<file path="config.mk">
export PLATFORM = sky130hd
export DESIGN_NAME = dot_matrix_scanner_flat
export DESIGN_NICKNAME = d
export VERILOG_FILES = /design/src/rtl/dot_matrix_scanner_pkg.sv /design/src/rtl/dot_matrix_scanner_if.sv /design/src/rtl/dot_matrix_scanner_frame_buffer.sv /design/src/rtl/dot_matrix_scanner.sv /design/src/flat_wrapper.sv
export SDC_FILE = /design/constraint.sdc
export NUM_CORES = 1
export LEC_CHECK = 0
export ABC_AREA = 0
export CORE_MARGIN = 3
export CORE_UTILIZATION = 62
export CTS_CLUSTER_SIZE = 12
export DETAILED_ROUTE_END_ITERATION = 10
export HOLD_SLACK_MARGIN = 0.1
export PLACE_DENSITY = 0.83
export RECOVER_POWER = 50
export SYNTH_ARGS = -nofsm -noshare
export SYNTH_HDL_FRONTEND = slang
export SYNTH_SLANG_ARGS = --single-unit
</file>
<file path="constraint.sdc">
create_clock -name div_clk -period 12.95 [get_ports div_clk]
set_input_delay 2.59 -clock div_clk [delete_from_list [all_inputs] [get_ports div_clk]]
set_output_delay 2.59 -clock div_clk [all_outputs]
set_load 0.005 [all_outputs]
</file>
<file path="src/rtl/dot_matrix_scanner_pkg.sv">
`default_nettype none
// ============================================================================
// Module      : dot_matrix_pkg
// Description : Shared helpers for the dot-matrix scanner: row-select
//               pattern generation, column rotate-left and dimension
//               limits. Functions work on a fixed 16-bit container; callers
//               size-cast the result to their own ROWS/COLS width.
// Macros      : none
// Revision    : 1.0 - initial release
// ============================================================================
package dot_matrix_pkg;

    localparam int unsigned c_MAX_DIM = 16;  // largest supported ROWS/COLS
    localparam int unsigned c_IDX_W   = 4;   // index width covering c_MAX_DIM

    // Select pattern for row idx: row r lives at bit rows-1-r. With
    // active_low the pattern is one-cold instead of one-hot.
    function automatic logic [c_MAX_DIM-1:0] row_sel(
        input logic [c_IDX_W-1:0] idx,
        input int                 rows,
        input logic               active_low
    );
        logic [c_MAX_DIM-1:0] v;
        v = '0;
        for (int i = 0; i < int'(c_MAX_DIM); i++) begin
            if (i == rows - 1 - int'(idx)) begin
                v[i] = 1'b1;
            end
        end
        return active_low ? ~v : v;
    endfunction

    // Rotate the low `width` bits of d left by amt (amt < width).
    // Bits above `width` in the result are forced to zero.
    function automatic logic [c_MAX_DIM-1:0] rotl(
        input logic [c_MAX_DIM-1:0] d,
        input int                   width,
        input logic [c_IDX_W-1:0]   amt
    );
        logic [2*c_MAX_DIM-1:0] w;
        logic [2*c_MAX_DIM-1:0] mask;
        w    = ({{c_MAX_DIM{1'b0}}, d} << amt)
             | ({{c_MAX_DIM{1'b0}}, d} >> (width - int'(amt)));
        mask = (32'd1 << width) - 32'd1;
        w    = w & mask;
        return w[c_MAX_DIM-1:0];
    endfunction

endpackage
`default_nettype wire

</file>
<file path="src/rtl/dot_matrix_scanner_if.sv">
`default_nettype none
// ============================================================================
// Module      : dot_matrix_scanner_if
// Description : Control/bitmap-write inputs and row/column outputs of the
//               dot-matrix scanner.
//               master : frame_sel, blank, wr_* (and scroll_en) out;
//                        dot_row, dot_col, frame_done in.
//               slave  : the reverse (scanner side).
// Macros      : DOT_SCROLL_EN adds scroll_en.
// Revision    : 1.0 - initial release
// ============================================================================
interface dot_matrix_scanner_if
    import dot_matrix_pkg::*;
#(
    parameter int ROWS   = 8,
    parameter int COLS   = 8,
    parameter int FRAMES = 4
);
    localparam int c_FW = $clog2(FRAMES);
    localparam int c_RW = $clog2(ROWS);

    logic [c_FW-1:0] frame_sel;
    logic            blank;
    logic            wr_en;
    logic [c_FW-1:0] wr_frame;
    logic [c_RW-1:0] wr_row;
    logic [COLS-1:0] wr_data;
`ifdef DOT_SCROLL_EN
    logic            scroll_en;
`endif
    logic [ROWS-1:0] dot_row;
    logic [COLS-1:0] dot_col;
    logic            frame_done;

`ifdef DOT_SCROLL_EN
    modport master (output frame_sel, blank, wr_en, wr_frame, wr_row, wr_data, scroll_en,
                    input  dot_row, dot_col, frame_done);
    modport slave  (input  frame_sel, blank, wr_en, wr_frame, wr_row, wr_data, scroll_en,
                    output dot_row, dot_col, frame_done);
`else
    modport master (output frame_sel, blank, wr_en, wr_frame, wr_row, wr_data,
                    input  dot_row, dot_col, frame_done);
    modport slave  (input  frame_sel, blank, wr_en, wr_frame, wr_row, wr_data,
                    output dot_row, dot_col, frame_done);
`endif

endinterface
`default_nettype wire

</file>
<file path="src/rtl/dot_matrix_scanner_frame_buffer.sv">
`default_nettype none
// ============================================================================
// Module      : dot_frame_buffer
// Description : FRAMES x ROWS x COLS bitmap store. One synchronous write
//               port, one combinational read port. A read of the entry being
//               written on the same edge returns the old contents.
// Ports       : clk_i, rst_i (async, active-high, clears the array)
//               wr_en_i/wr_frame_i/wr_row_i/wr_data_i - write port
//               rd_frame_i/rd_row_i -> rd_data_o       - read port
// Macros      : none
// Revision    : 1.0 - initial release
// ============================================================================
module dot_frame_buffer
    import dot_matrix_pkg::*;
#(
    parameter  int ROWS   = 8,
    parameter  int COLS   = 8,
    parameter  int FRAMES = 4,
    localparam int c_FW   = $clog2(FRAMES),
    localparam int c_RW   = $clog2(ROWS)
) (
    input  wire logic            clk_i,
    input  wire logic            rst_i,
    input  wire logic            wr_en_i,
    input  wire logic [c_FW-1:0] wr_frame_i,
    input  wire logic [c_RW-1:0] wr_row_i,
    input  wire logic [COLS-1:0] wr_data_i,
    input  wire logic [c_FW-1:0] rd_frame_i,
    input  wire logic [c_RW-1:0] rd_row_i,
    output logic      [COLS-1:0] rd_data_o
);
    // One extra bit so ROWS itself is representable in the compare.
    localparam logic [c_RW:0] c_ROWS_EXT = (c_RW+1)'(ROWS);

    logic [COLS-1:0] mem_q [FRAMES][ROWS];
    logic            w_row_ok;

    // Row codes past ROWS-1 exist when ROWS is not a power of two; drop them.
    assign w_row_ok = ({1'b0, wr_row_i} < c_ROWS_EXT);

    always_ff @(posedge clk_i or posedge rst_i) begin
        if (rst_i) begin
            for (int f = 0; f < FRAMES; f++) begin
                for (int r = 0; r < ROWS; r++) begin
                    mem_q[f][r] <= '0;
                end
            end
        end else if (wr_en_i && w_row_ok) begin
            mem_q[wr_frame_i][wr_row_i] <= wr_data_i;
        end
    end

    assign rd_data_o = mem_q[rd_frame_i][rd_row_i];

endmodule
`default_nettype wire

</file>
<file path="src/rtl/dot_matrix_scanner.sv">
`default_nettype none
// ============================================================================
// Module      : dot_matrix_scanner
// Description : Row-scanning LED dot-matrix driver. One row per div_clk
//               edge, frame selection latched only at the frame wrap so a
//               frame is never torn, blanking keeps the scan running.
// Ports       : div_clk, reset (async assert, active-high)
//               bus (slave) - frame_sel, blank, bitmap write port in;
//                             dot_row, dot_col, frame_done out.
// Macros      : DOT_SCROLL_EN - horizontal scroll: column data rotated left
//               by an offset that steps every SCROLL_DIV-th frame boundary.
// Revision    : 1.0 - initial release
// ============================================================================
module dot_matrix_scanner
    import dot_matrix_pkg::*;
#(
    parameter int ROWS           = 8,
    parameter int COLS           = 8,
    parameter int FRAMES         = 4,
    parameter bit ROW_ACTIVE_LOW = 1'b1,
    parameter int SCROLL_DIV     = 16
) (
    input wire logic             div_clk,
    input wire logic             reset,
    dot_matrix_scanner_if.slave  bus
);
    localparam int              c_FW       = $clog2(FRAMES);
    localparam int              c_RW       = $clog2(ROWS);
    localparam logic [c_RW-1:0] c_LAST_ROW = c_RW'(ROWS - 1);
    localparam logic [ROWS-1:0] c_ROW_IDLE = ROW_ACTIVE_LOW ? {ROWS{1'b1}} : {ROWS{1'b0}};

    // Out-of-range configurations elaborate this empty block; kept so a
    // netlist review can spot a bad parameter set.
    if (ROWS < 2 || ROWS > 16 || COLS < 2 || COLS > 16 || FRAMES < 2 ||
        (FRAMES & (FRAMES - 1)) != 0 || SCROLL_DIV < 1) begin : g_cfg_out_of_range
    end

    logic [c_RW-1:0] row_count_q,    row_count_d;
    logic [c_FW-1:0] active_frame_q, active_frame_d;
    logic [ROWS-1:0] dot_row_q,      dot_row_d;
    logic [COLS-1:0] dot_col_q,      dot_col_d;
    logic            frame_done_q,   frame_done_d;

    logic            w_wrap;
    logic [ROWS-1:0] w_sel;
    logic [COLS-1:0] w_fetch;
    logic [COLS-1:0] w_col;

    dot_frame_buffer #(
        .ROWS   (ROWS),
        .COLS   (COLS),
        .FRAMES (FRAMES)
    ) u_buf (
        .clk_i      (div_clk),
        .rst_i      (reset),
        .wr_en_i    (bus.wr_en),
        .wr_frame_i (bus.wr_frame),
        .wr_row_i   (bus.wr_row),
        .wr_data_i  (bus.wr_data),
        .rd_frame_i (active_frame_q),
        .rd_row_i   (row_count_q),
        .rd_data_o  (w_fetch)
    );

    assign w_wrap = (row_count_q == c_LAST_ROW);
    assign w_sel  = ROWS'(row_sel(c_IDX_W'(row_count_q), ROWS, ROW_ACTIVE_LOW));

`ifdef DOT_SCROLL_EN
    logic [c_IDX_W-1:0]   offset_q,  offset_d;
    logic [c_MAX_DIM-1:0] div_cnt_q, div_cnt_d;

    assign w_col = COLS'(rotl(c_MAX_DIM'(w_fetch), COLS, offset_q));

    // Offset moves on the wrap edge, the same edge that latches the frame,
    // so every frame is shown at a single offset.
    always_comb begin
        offset_d  = offset_q;
        div_cnt_d = div_cnt_q;
        if (w_wrap && bus.scroll_en) begin
            if (div_cnt_q == c_MAX_DIM'(SCROLL_DIV - 1)) begin
                div_cnt_d = '0;
                offset_d  = (offset_q == c_IDX_W'(COLS - 1)) ? '0 : offset_q + 1'b1;
            end else begin
                div_cnt_d = div_cnt_q + 1'b1;
            end
        end
    end

    always_ff @(posedge div_clk or posedge reset) begin
        if (reset) begin
            offset_q  <= '0;
            div_cnt_q <= '0;
        end else begin
            offset_q  <= offset_d;
            div_cnt_q <= div_cnt_d;
        end
    end
`else
    assign w_col = w_fetch;
`endif

    always_comb begin
        row_count_d    = w_wrap ? '0 : row_count_q + 1'b1;
        active_frame_d = w_wrap ? bus.frame_sel : active_frame_q;
        dot_row_d      = bus.blank ? c_ROW_IDLE : w_sel;
        dot_col_d      = bus.blank ? '0 : w_col;
        // Pulses with the last row even when blanked, keeping frame timing.
        frame_done_d   = w_wrap;
    end

    always_ff @(posedge div_clk or posedge reset) begin
        if (reset) begin
            row_count_q    <= '0;
            active_frame_q <= '0;
            dot_row_q      <= c_ROW_IDLE;
            dot_col_q      <= '0;
            frame_done_q   <= 1'b0;
        end else begin
            row_count_q    <= row_count_d;
            active_frame_q <= active_frame_d;
            dot_row_q      <= dot_row_d;
            dot_col_q      <= dot_col_d;
            frame_done_q   <= frame_done_d;
        end
    end

    assign bus.dot_row    = dot_row_q;
    assign bus.dot_col    = dot_col_q;
    assign bus.frame_done = frame_done_q;

endmodule
`default_nettype wire

</file>
<file path="src/flat_wrapper.sv">
// flat-port wrapper written by rule: the top's interface ports become plain ports
module dot_matrix_scanner_flat import dot_matrix_pkg::*;
#(
    parameter int ROWS           = 8,
    parameter int COLS           = 8,
    parameter int FRAMES         = 4,
    parameter bit ROW_ACTIVE_LOW = 1'b1,
    parameter int SCROLL_DIV     = 16
)
  (div_clk, reset, bus_frame_sel, bus_blank, bus_wr_en, bus_wr_frame, bus_wr_row, bus_wr_data, bus_dot_row, bus_dot_col, bus_frame_done);
  dot_matrix_scanner_if #(.ROWS(ROWS), .COLS(COLS), .FRAMES(FRAMES)) bus_i ();
  input wire logic div_clk;
  input wire logic reset;
  input wire logic [$bits(bus_i.frame_sel)-1:0] bus_frame_sel;
  input wire logic [$bits(bus_i.blank)-1:0] bus_blank;
  input wire logic [$bits(bus_i.wr_en)-1:0] bus_wr_en;
  input wire logic [$bits(bus_i.wr_frame)-1:0] bus_wr_frame;
  input wire logic [$bits(bus_i.wr_row)-1:0] bus_wr_row;
  input wire logic [$bits(bus_i.wr_data)-1:0] bus_wr_data;
  output wire logic [$bits(bus_i.dot_row)-1:0] bus_dot_row;
  output wire logic [$bits(bus_i.dot_col)-1:0] bus_dot_col;
  output wire logic [$bits(bus_i.frame_done)-1:0] bus_frame_done;
  assign bus_i.frame_sel = bus_frame_sel;
  assign bus_i.blank = bus_blank;
  assign bus_i.wr_en = bus_wr_en;
  assign bus_i.wr_frame = bus_wr_frame;
  assign bus_i.wr_row = bus_wr_row;
  assign bus_i.wr_data = bus_wr_data;
  assign bus_dot_row = bus_i.dot_row;
  assign bus_dot_col = bus_i.dot_col;
  assign bus_frame_done = bus_i.frame_done;
  dot_matrix_scanner #(.ROWS(ROWS), .COLS(COLS), .FRAMES(FRAMES), .ROW_ACTIVE_LOW(ROW_ACTIVE_LOW), .SCROLL_DIV(SCROLL_DIV)) u_core (.div_clk(div_clk), .reset(reset), .bus(bus_i));
endmodule
</file>
==> results of run 1 <==
[how the worst max path moves through the flow]
stage / to / slack [ps] / cells past startpoint
2_1_floorplan: u_core.active_frame_q[0] / 2710 / 1
3_3_place_gp: u_core.u_buf.mem_q[193] / 7290 / 4
3_5_place_dp: u_core.u_buf.mem_q[193] / 7130 / 4
4_1_cts: u_core.bus.dot_col[5] / 7680 / 4
5_1_grt: u_core.u_buf.mem_q[9] / 4650 / 4
6_report: u_core.u_buf.mem_q[65] / 5540 / 4
[metrics by stage]
stage / total power [mW] / utilization [%]
after floorplan: 1.36 / -
after global placement: 1.43 / 66.4
after detailed placement: 1.46 / 66.4
after CTS: 2.24 / 71.0
after global routing: 2.32 / 70.6
final: 2.23 / 70.6
[area by class of cell]
class | instances | share of cell area [%]
Sequential cell | 278 | 50.1
Timing Repair Buffer | 44 | 3.00
Multi-Input combinational cell | 461 | 37.9
Clock buffer | 48 | 6.37
Inverter | 5 | 0.144
Clock inverter | 2 | 0.0988
Tap cell | 265 | 2.38
[Yosys cell counts (all sizes together)]
library cell / n / share of area (%)
nor3: 2 / 0.079
mux2i: 9 / 0.71
or3b: 2 / 0.14
or4b: 1 / 0.079
a221oi: 8 / 0.60
o22ai: 14 / 0.69
dfstp: 8 / 1.7
or3: 15 / 0.74
dfrtp: 270 / 54
o221ai: 7 / 0.49
mux4: 57 / 11
nand3b: 5 / 0.30
nand2: 24 / 1.0
and3b: 1 / 0.069
or2: 1 / 0.050
buf: 20 / 1.3
inv: 4 / 0.12
nor2b: 1 / 0.050
or4bb: 1 / 0.089
nand2b: 3 / 0.15
nor2: 24 / 1.1
clkinv: 1 / 0.030
a311o: 1 / 0.079
nor3b: 4 / 0.24
and3: 1 / 0.050
nand3: 2 / 0.079
clkbuf: 34 / 1.0
mux2: 272 / 24
ha: 6 / 0.59
[logic make-up (layout without fill, tap and decap cells)]
family                   after synthesis  after routing
multiplexers                         338            338
AO/OA/AOI/OAI                         30             30
buffers and inverters                 59             99
AND/OR/NAND/NOR                       87             87
adder cells (fa/ha/maj)                6              6
flip-flops                           278            278
[metal layers]
metal / up-vias / track usage (%) / share of wire [%]
li1: 3030 / - / -
met1: 3808 / 35.2 / 42
met2: 213 / 43.0 / 49
met3: 59 / 5.42 / 6.0
met4: 2 / 8.36 / 3.3
met5: - / 0 / 0.047
[power by group through the flow]
stage	logic, mW	clock network [mW]	registers [mW]
floorplan	0.266	0	1.09
global placement	0.321	0	1.11
detailed placement	0.339	0	1.12
CTS	0.341	0.793	1.11
global route	0.360	0.831	1.13
finish	0.334	0.785	1.11
[registers in the layout, summed over array words and instances (netlist names)]
signal                 count
u_core.bus.dot_row         8
u_core.bus.dot_col         8
u_core.u_buf.mem_q       256
u_core.active_frame_q      2
u_core.bus.frame_done      1
u_core.row_count_q         3
[critical path, stage by stage]
cell and delay [ps]:
dlygate4sd3_1 540, clkinvlp_2 2540, buf_4 1040, buf_4 990
==> impl_metrics.ini, run 1 <==
[grt]
grt-ovfl-total = 0
grt_max_degree = 107
grt_pass1_wl_mm = 44.2
grt_usage_pct = 26.0
antenna_found_initial = 1
grt_pass1_vias = 7795

[synthesis]
syn_inst = 798
syn_nets = 823
synth-adder-area-share_pct = 0.595
synth-simple-area-share_pct = 4.21
synth_mux_area_share_pct = 35.6
syn_avg_cell_area_um2 = 15.8
synth_top_family_by_area = multiplexers
synthesis.area_um2 = 12600
ys_warn_count = 0
ys_seq_area_share_pct = 55.2
synth_compound_area_share_pct = 1.86
synthDistinctLibCells = 42
ys_ff_latch = 278
synthXorXnorAreaFrac_pct = 0

[timing]
rsz0062_at_grt = false
fin_crit_ps = 7410
tightest_slew_ps = 4550
setup_violations = 0
finalSetupTns_ps = 0
fin_crit_sh_pct = 57.2
layout_setup_ws_ps = 5540
finalClockSkew_ps = 10.5
whs_ps = 491
fmax_mhz = 135
drv_slew = 107
hold_viol = 0
relSlewSlack_pct = -205

[floorplan]
placementRows = 51
io-pin-count = 36
start_util_pct = 64.0
die_h_um = 149
core-area_um2 = 19700
die_area_um2 = 22100
die_w_um = 149

[power]
swShare_pct = 24.0
power.share.combinational_pct = 15.0
pwr-share-seq_pct = 49.9
p_sw_uw = 536
p_int_mw = 1.69
clkPwrFrac_pct = 35.2
p_leak_nw = 6.19
irDropWorstVdd_mv = 0.0872
power_density_nw_per_um2 = 160

[setup_path]
worst-setup-path-type = input pin to asynchronous set/reset pin
worstPathMaxFanout = 106
arrival_ps = 7870
r2r_end = u_core.bus.dot_col[5]
critical_path_required_ps = 13410
worstSetupEndpointType = asynchronous set/reset pin
crit_path_start = reset
reg2regPathDepth = 5
regToRegSetupSlack_ps = 10260
r2r_start = u_core.active_frame_q[1]
cp-start-kind = input pin

[route]
dr.pass1.iters = 5
wl_per_cell_um = 25.1
route.detailed.drc = 0
vias = 7112
via_per_inst = 6.45
drtIter0Drc = 579
ant_nets = 0
wl_mm = 27.7

[place]
dpl.cell_count = 1053
dp_slack_ps = 7130
globalplace.congestion = 0.928
port_buffers = 35
hpwl_mm = 17.4
post_dp_cell_area_um2 = 13100

[final_layout]
stdcell_count = 1103
layout_commonest_cell = mux2_2
nets = 844
antenna_cells = 0
multi_input_area_um2 = 5280
final_area_um2 = 13900
synthToLayoutAreaGrowth_pct = 10.3
ff_latch_area_um2 = 6970
drive_gt1_share_pct = 46.1
nFillCells = 1226
final_cell_mix = 271 x mux2_2, 268 x dfrtp_1, 40 x mux4_2

[clock_tree]
cts_buffer_depth = 3
path_clk_slew_ps = 60
cts_root_buf = clkbuf_16
cts_tree = done
insertion_delay_ps = 530
cts.repair.resized = 0
cts.htree.levels = 1
cts_inserted_buffers = 29
cts_setup_buffers = 0
clkSinkCount = 278
postCtsHoldBufs = 0

[worst_hold_path]
holdPathEnd = u_core.u_buf.mem_q[199]
min_from = u_core.u_buf.mem_q[199]
hp-class = register to register
min_path_cells = 1

[run_status]
violations = capacitance limit, slew limit
status = complete, but fails checks

[job]
drv_cap = 1
Power figures use the tool's default switching activity.
==> run 2: changes to the inputs <==
CORE_UTILIZATION = 56   (was 62)
PLACE_DENSITY = 0.79   (was 0.83)
clock period = 5.9 ns   (was 12.95 ns; I/O delays follow)
==> impl_metrics.ini, run 2 (same netlist as run 1, synthesis figures left out) <==
[run_status]
status = complete, but fails checks
violations = capacitance limit, slew limit

[timing]
finalSetupTns_ps = 0
fin_crit_sh_pct = 55.2
tightest_slew_ps = 1860
hold_viol = 0
fin_crit_ps = 3250
setup_violations = 0
whs_ps = 496
relSlewSlack_pct = -24.0
finalClockSkew_ps = 4.58
drv_slew = 77
rsz0062_at_grt = false
fmax_mhz = 307

[power]
p_sw_mw = 1.16
irDropWorstVdd_mv = 0.228
pwr-share-seq_pct = 51.0
power_density_nw_per_um2 = 345
swShare_pct = 24.0
power.share.combinational_pct = 14.8
p_leak_nw = 6.16
p_int_mw = 3.65
clkPwrFrac_pct = 34.1

[setup_path]
worstPathMaxFanout = 76
crit_cells = 3
reg2regPathDepth = 5
crit_buf_inv = 3
crit_family = buffers and inverters
worst-setup-path-type = input pin to asynchronous set/reset pin
cp-start-kind = input pin
critical_path_required_ps = 6180
worstSetupEndpointType = asynchronous set/reset pin
regToRegSetupSlack_ps = 2860
arrival_ps = 3530
r2r_end = u_core.bus.dot_col[3]
r2r_start = u_core.active_frame_q[1]
setup.worst_path.end = u_core.u_buf.mem_q[62]
crit_path_start = reset
slowest_stage = clkbuf_2
crit_chain = dlygate4sd3_1 > clkinvlp_2 > clkbuf_2
cp_slowest_stage_delay_ps = 1400

[floorplan]
placementRows = 54
die_w_um = 156
die_area_um2 = 24400
die_h_um = 156
core-area_um2 = 22000
io-pin-count = 36
start_util_pct = 57.5

[grt]
grt_usage_pct = 23.6
antenna_found_initial = 0
use_met2_pct = 40.7
grt-busiest-layer = met2
met3_usage_pct = 3.22
grt-ovfl-total = 0
grt_pass1_wl_mm = 44.7
grt_pass1_vias = 7822
grt_max_degree = 142
grt_util_met1_pct = 32.2

[clock_tree]
path_clk_slew_ps = 60
cts_root_buf = clkbuf_16
cts_tree = done
postCtsHoldBufs = 0
cts.htree.levels = 1
cts_setup_buffers = 0
insertion_delay_ps = 530
cts.repair.resized = 0
cts_buffer_depth = 3
clkSinkCount = 278
cts_inserted_buffers = 29

[final_layout]
synthToLayoutAreaGrowth_pct = 10.5
nFillCells = 1517
layout_commonest_cell = mux2_2
nets = 843
drive_gt1_share_pct = 48.4
final_cell_mix = 271 x mux2_2, 268 x dfrtp_1, 40 x mux4_2
ff_latch_area_um2 = 6970
largest_reg_flops = 256
max_flop_register = u_core.u_buf.mem_q
multi_input_area_um2 = 5340
antenna_cells = 0

[route]
ant_nets = 0
vias = 7123
wl_mm = 28.0
wl_per_cell_um = 25.1
route.detailed.drc = 0
dr.pass1.iters = 5
drtIter0Drc = 402
via_per_inst = 6.39

[worst_hold_path]
hp-class = register to register

[job]
drv_cap = 1

[place]
hpwl_mm = 18.0
globalplace.congestion = 0.821
port_buffers = 35
-- run 2: cell types whose count changed in the layout (fill, tap and decap cells not counted), moves of 5 or more --
cell	delta
nor2_1	-13
clkbuf_8	-5
nor2_2	+12
nand2_1	-7
clkdlybuf4s50_1	+21
dlygate4sd3_1	-21
nand2_2	+7
-- run 2: through the flow --
stage                     instances  worst slack (ps)  util, %  power [mW]  instance area [um2]
final                          1114              2650     63.5        4.81                13900
after floorplan                 798              1050        -        2.98                12600
after global routing           1114              2260     63.5        5.01                13900
after global placement         1067              2420     59.7        3.12                13100
after CTS                      1114              2910     63.5        4.84                14000
after detailed placement       1067              2420     59.7        3.20                13100
-- run 2: area by class of cell --
class | count | share of cell area, %
Sequential cell | 278 | 50.0
Tap cell | 280 | 2.51
Clock buffer | 42 | 5.84
Inverter | 5 | 0.144
Multi-Input combinational cell | 461 | 38.3
Clock inverter | 5 | 0.197
Timing Repair Buffer | 43 | 3.01
-- run 2: how the worst min path moves through the flow --
stage	start	endpoint	slack (ps)	cells past startpoint
after floorplan	u_core.u_buf.mem_q[199]	u_core.u_buf.mem_q[199]	450	1
after global placement	u_core.u_buf.mem_q[199]	u_core.u_buf.mem_q[199]	460	1
after detailed placement	u_core.u_buf.mem_q[199]	u_core.u_buf.mem_q[199]	480	1
after CTS	u_core.u_buf.mem_q[199]	u_core.u_buf.mem_q[199]	490	1
after global routing	u_core.u_buf.mem_q[190]	u_core.u_buf.mem_q[190]	500	1
final	u_core.u_buf.mem_q[190]	u_core.u_buf.mem_q[190]	500	1
-- run 2: layer usage --
metal	up-vias	share of wire, %
met5	-	0
met4	0	2.1
met3	42	4.3
met2	184	51
met1	3873	43
li1	3024	-
-- run 2: power by group through the flow --
| stage | clock (mW) | sequential (mW) | combinational (mW) |
|---|---|---|---|
| after global placement | 0 | 2.44 | 0.680 |
| final | 1.64 | 2.45 | 0.714 |
| after floorplan | 0 | 2.39 | 0.585 |
| after CTS | 1.67 | 2.45 | 0.722 |
| after global routing | 1.75 | 2.49 | 0.773 |
| after detailed placement | 0 | 2.48 | 0.718 |
==> run 3: changes to the inputs <==
clock period = 2.8 ns   (was 5.9 ns; I/O delays follow)
==> impl_metrics.ini, run 3 (same netlist as run 1, synthesis figures left out) <==
[setup_path]
r2r_start = u_core.active_frame_q[0]
r2r_end = u_core.bus.dot_col[2]
regToRegSetupSlack_ps = 400
cp-start-kind = register
critical_path_required_ps = 3180
worstSetupEndpointType = register
arrival_ps = 2780
worstPathMaxFanout = 35
worst-setup-path-type = register to register
reg2regPathDepth = 4

[power]
p_leak_nw = 6.34
power_mw = 10.5
irDropWorstVdd_mv = 0.489
power_density_nw_per_um2 = 739

[clock_tree]
cts.htree.levels = 1
path_clk_slew_ps = 60
cts_root_buf = clkbuf_16
cts_inserted_buffers = 30
cts_setup_buffers = 0
postCtsHoldBufs = 0
clkSinkCount = 278
cts.repair.resized = 0
cts_buffer_depth = 3
cts_tree = done
insertion_delay_ps = 540

[floorplan]
die_area_um2 = 24400
die_h_um = 156
io-pin-count = 36
core-area_um2 = 22000
die_w_um = 156
placementRows = 54
start_util_pct = 57.5

[grt]
grt-ovfl-total = 0
met3_usage_pct = 3.50
grt-busiest-layer = met2
grt_max_degree = 73
grt_pass1_vias = 7940
grt_util_met1_pct = 33.9
grt_usage_pct = 24.1
grt_pass1_wl_mm = 45.5
antenna_found_initial = 0
use_met2_pct = 39.1

[run_status]
status = finished clean

[worst_hold_path]
min_from = u_core.u_buf.mem_q[174]
hp-class = register to register
min_path_cells = 1
holdPathEnd = u_core.u_buf.mem_q[174]

[route]
drtIter0Drc = 470
ant_nets = 0
dr.pass1.iters = 4
vias = 7146
route.detailed.drc = 0
wl_mm = 28.6
via_per_inst = 6.27
wl_per_cell_um = 25.1

[place]
post_dp_cell_area_um2 = 13300
hpwl_mm = 18.5
globalplace.congestion = 0.821
dpl.cell_count = 1087
dp_slack_ps = 175
port_buffers = 35

[job]
drv_cap = 0

[timing]
setup_violations = 0
layout_setup_ws_ps = 402
rsz0062_at_grt = false
drv_slew = 0
whs_ps = 497
fmax_mhz = 417
finalSetupTns_ps = 0
fin_crit_ps = 2400
finalClockSkew_ps = 9.51
fin_crit_sh_pct = 85.6
tightest_slew_ps = 1290
relSlewSlack_pct = 13.7
hold_viol = 0

[final_layout]
max_flop_register = u_core.u_buf.mem_q
drive_gt1_share_pct = 49.9
antenna_cells = 0
ff_latch_area_um2 = 6970
layout_commonest_cell = mux2_2
largest_reg_flops = 256
final_cell_mix = 271 x mux2_2, 268 x dfrtp_1, 40 x mux4_2
synthToLayoutAreaGrowth_pct = 13.0
multi_input_area_um2 = 5340
final_core_util_pct = 64.9
nFillCells = 1489
final_area_um2 = 14300
stdcell_count = 1140
nets = 864
run 3: metal layers:
layer  vias to the layer above  share of wire (%)
met3                        64                5.3
li1                       3080                  -
met5                         -                  0
met2                       160                 49
met1                      3842                 43
met4                         0                3.0
run 3: report_power, final:
part           internal [mW]  total (mW)  switching [mW]
Combinational          0.969        1.57           0.605
Sequential              4.76        5.15           0.393
Clock                   2.29        3.81            1.52
run 3: cell type report:
type,instances,area share [%]
clock inverters,6,0.412
flip-flops and latches,278,48.9
inverters,5,0.140
repair buffers,63,4.29
well taps,280,2.46
multi-input cells,461,37.5
clock buffers,47,6.35
run 3: how the worst max path moves through the flow:
stage,slack [ps],cells after the start,start,endpoint
after floorplan,-1430,1,reset,u_core.active_frame_q[0]
after global placement,270,4,bus_wr_en,u_core.u_buf.mem_q[200]
after detailed placement,170,4,bus_wr_en,u_core.u_buf.mem_q[204]
after CTS,410,4,u_core.active_frame_q[0],u_core.bus.dot_col[1]
after global routing,160,3,reset,u_core.u_buf.mem_q[25]
final,400,4,u_core.active_frame_q[0],u_core.bus.dot_col[2]
run 3: critical path: stages (launching register included):
cell      delay (ps)
dfrtp_4          740
or4b_2           850
o22ai_1          290
or3_1            230
a221oi_1          90
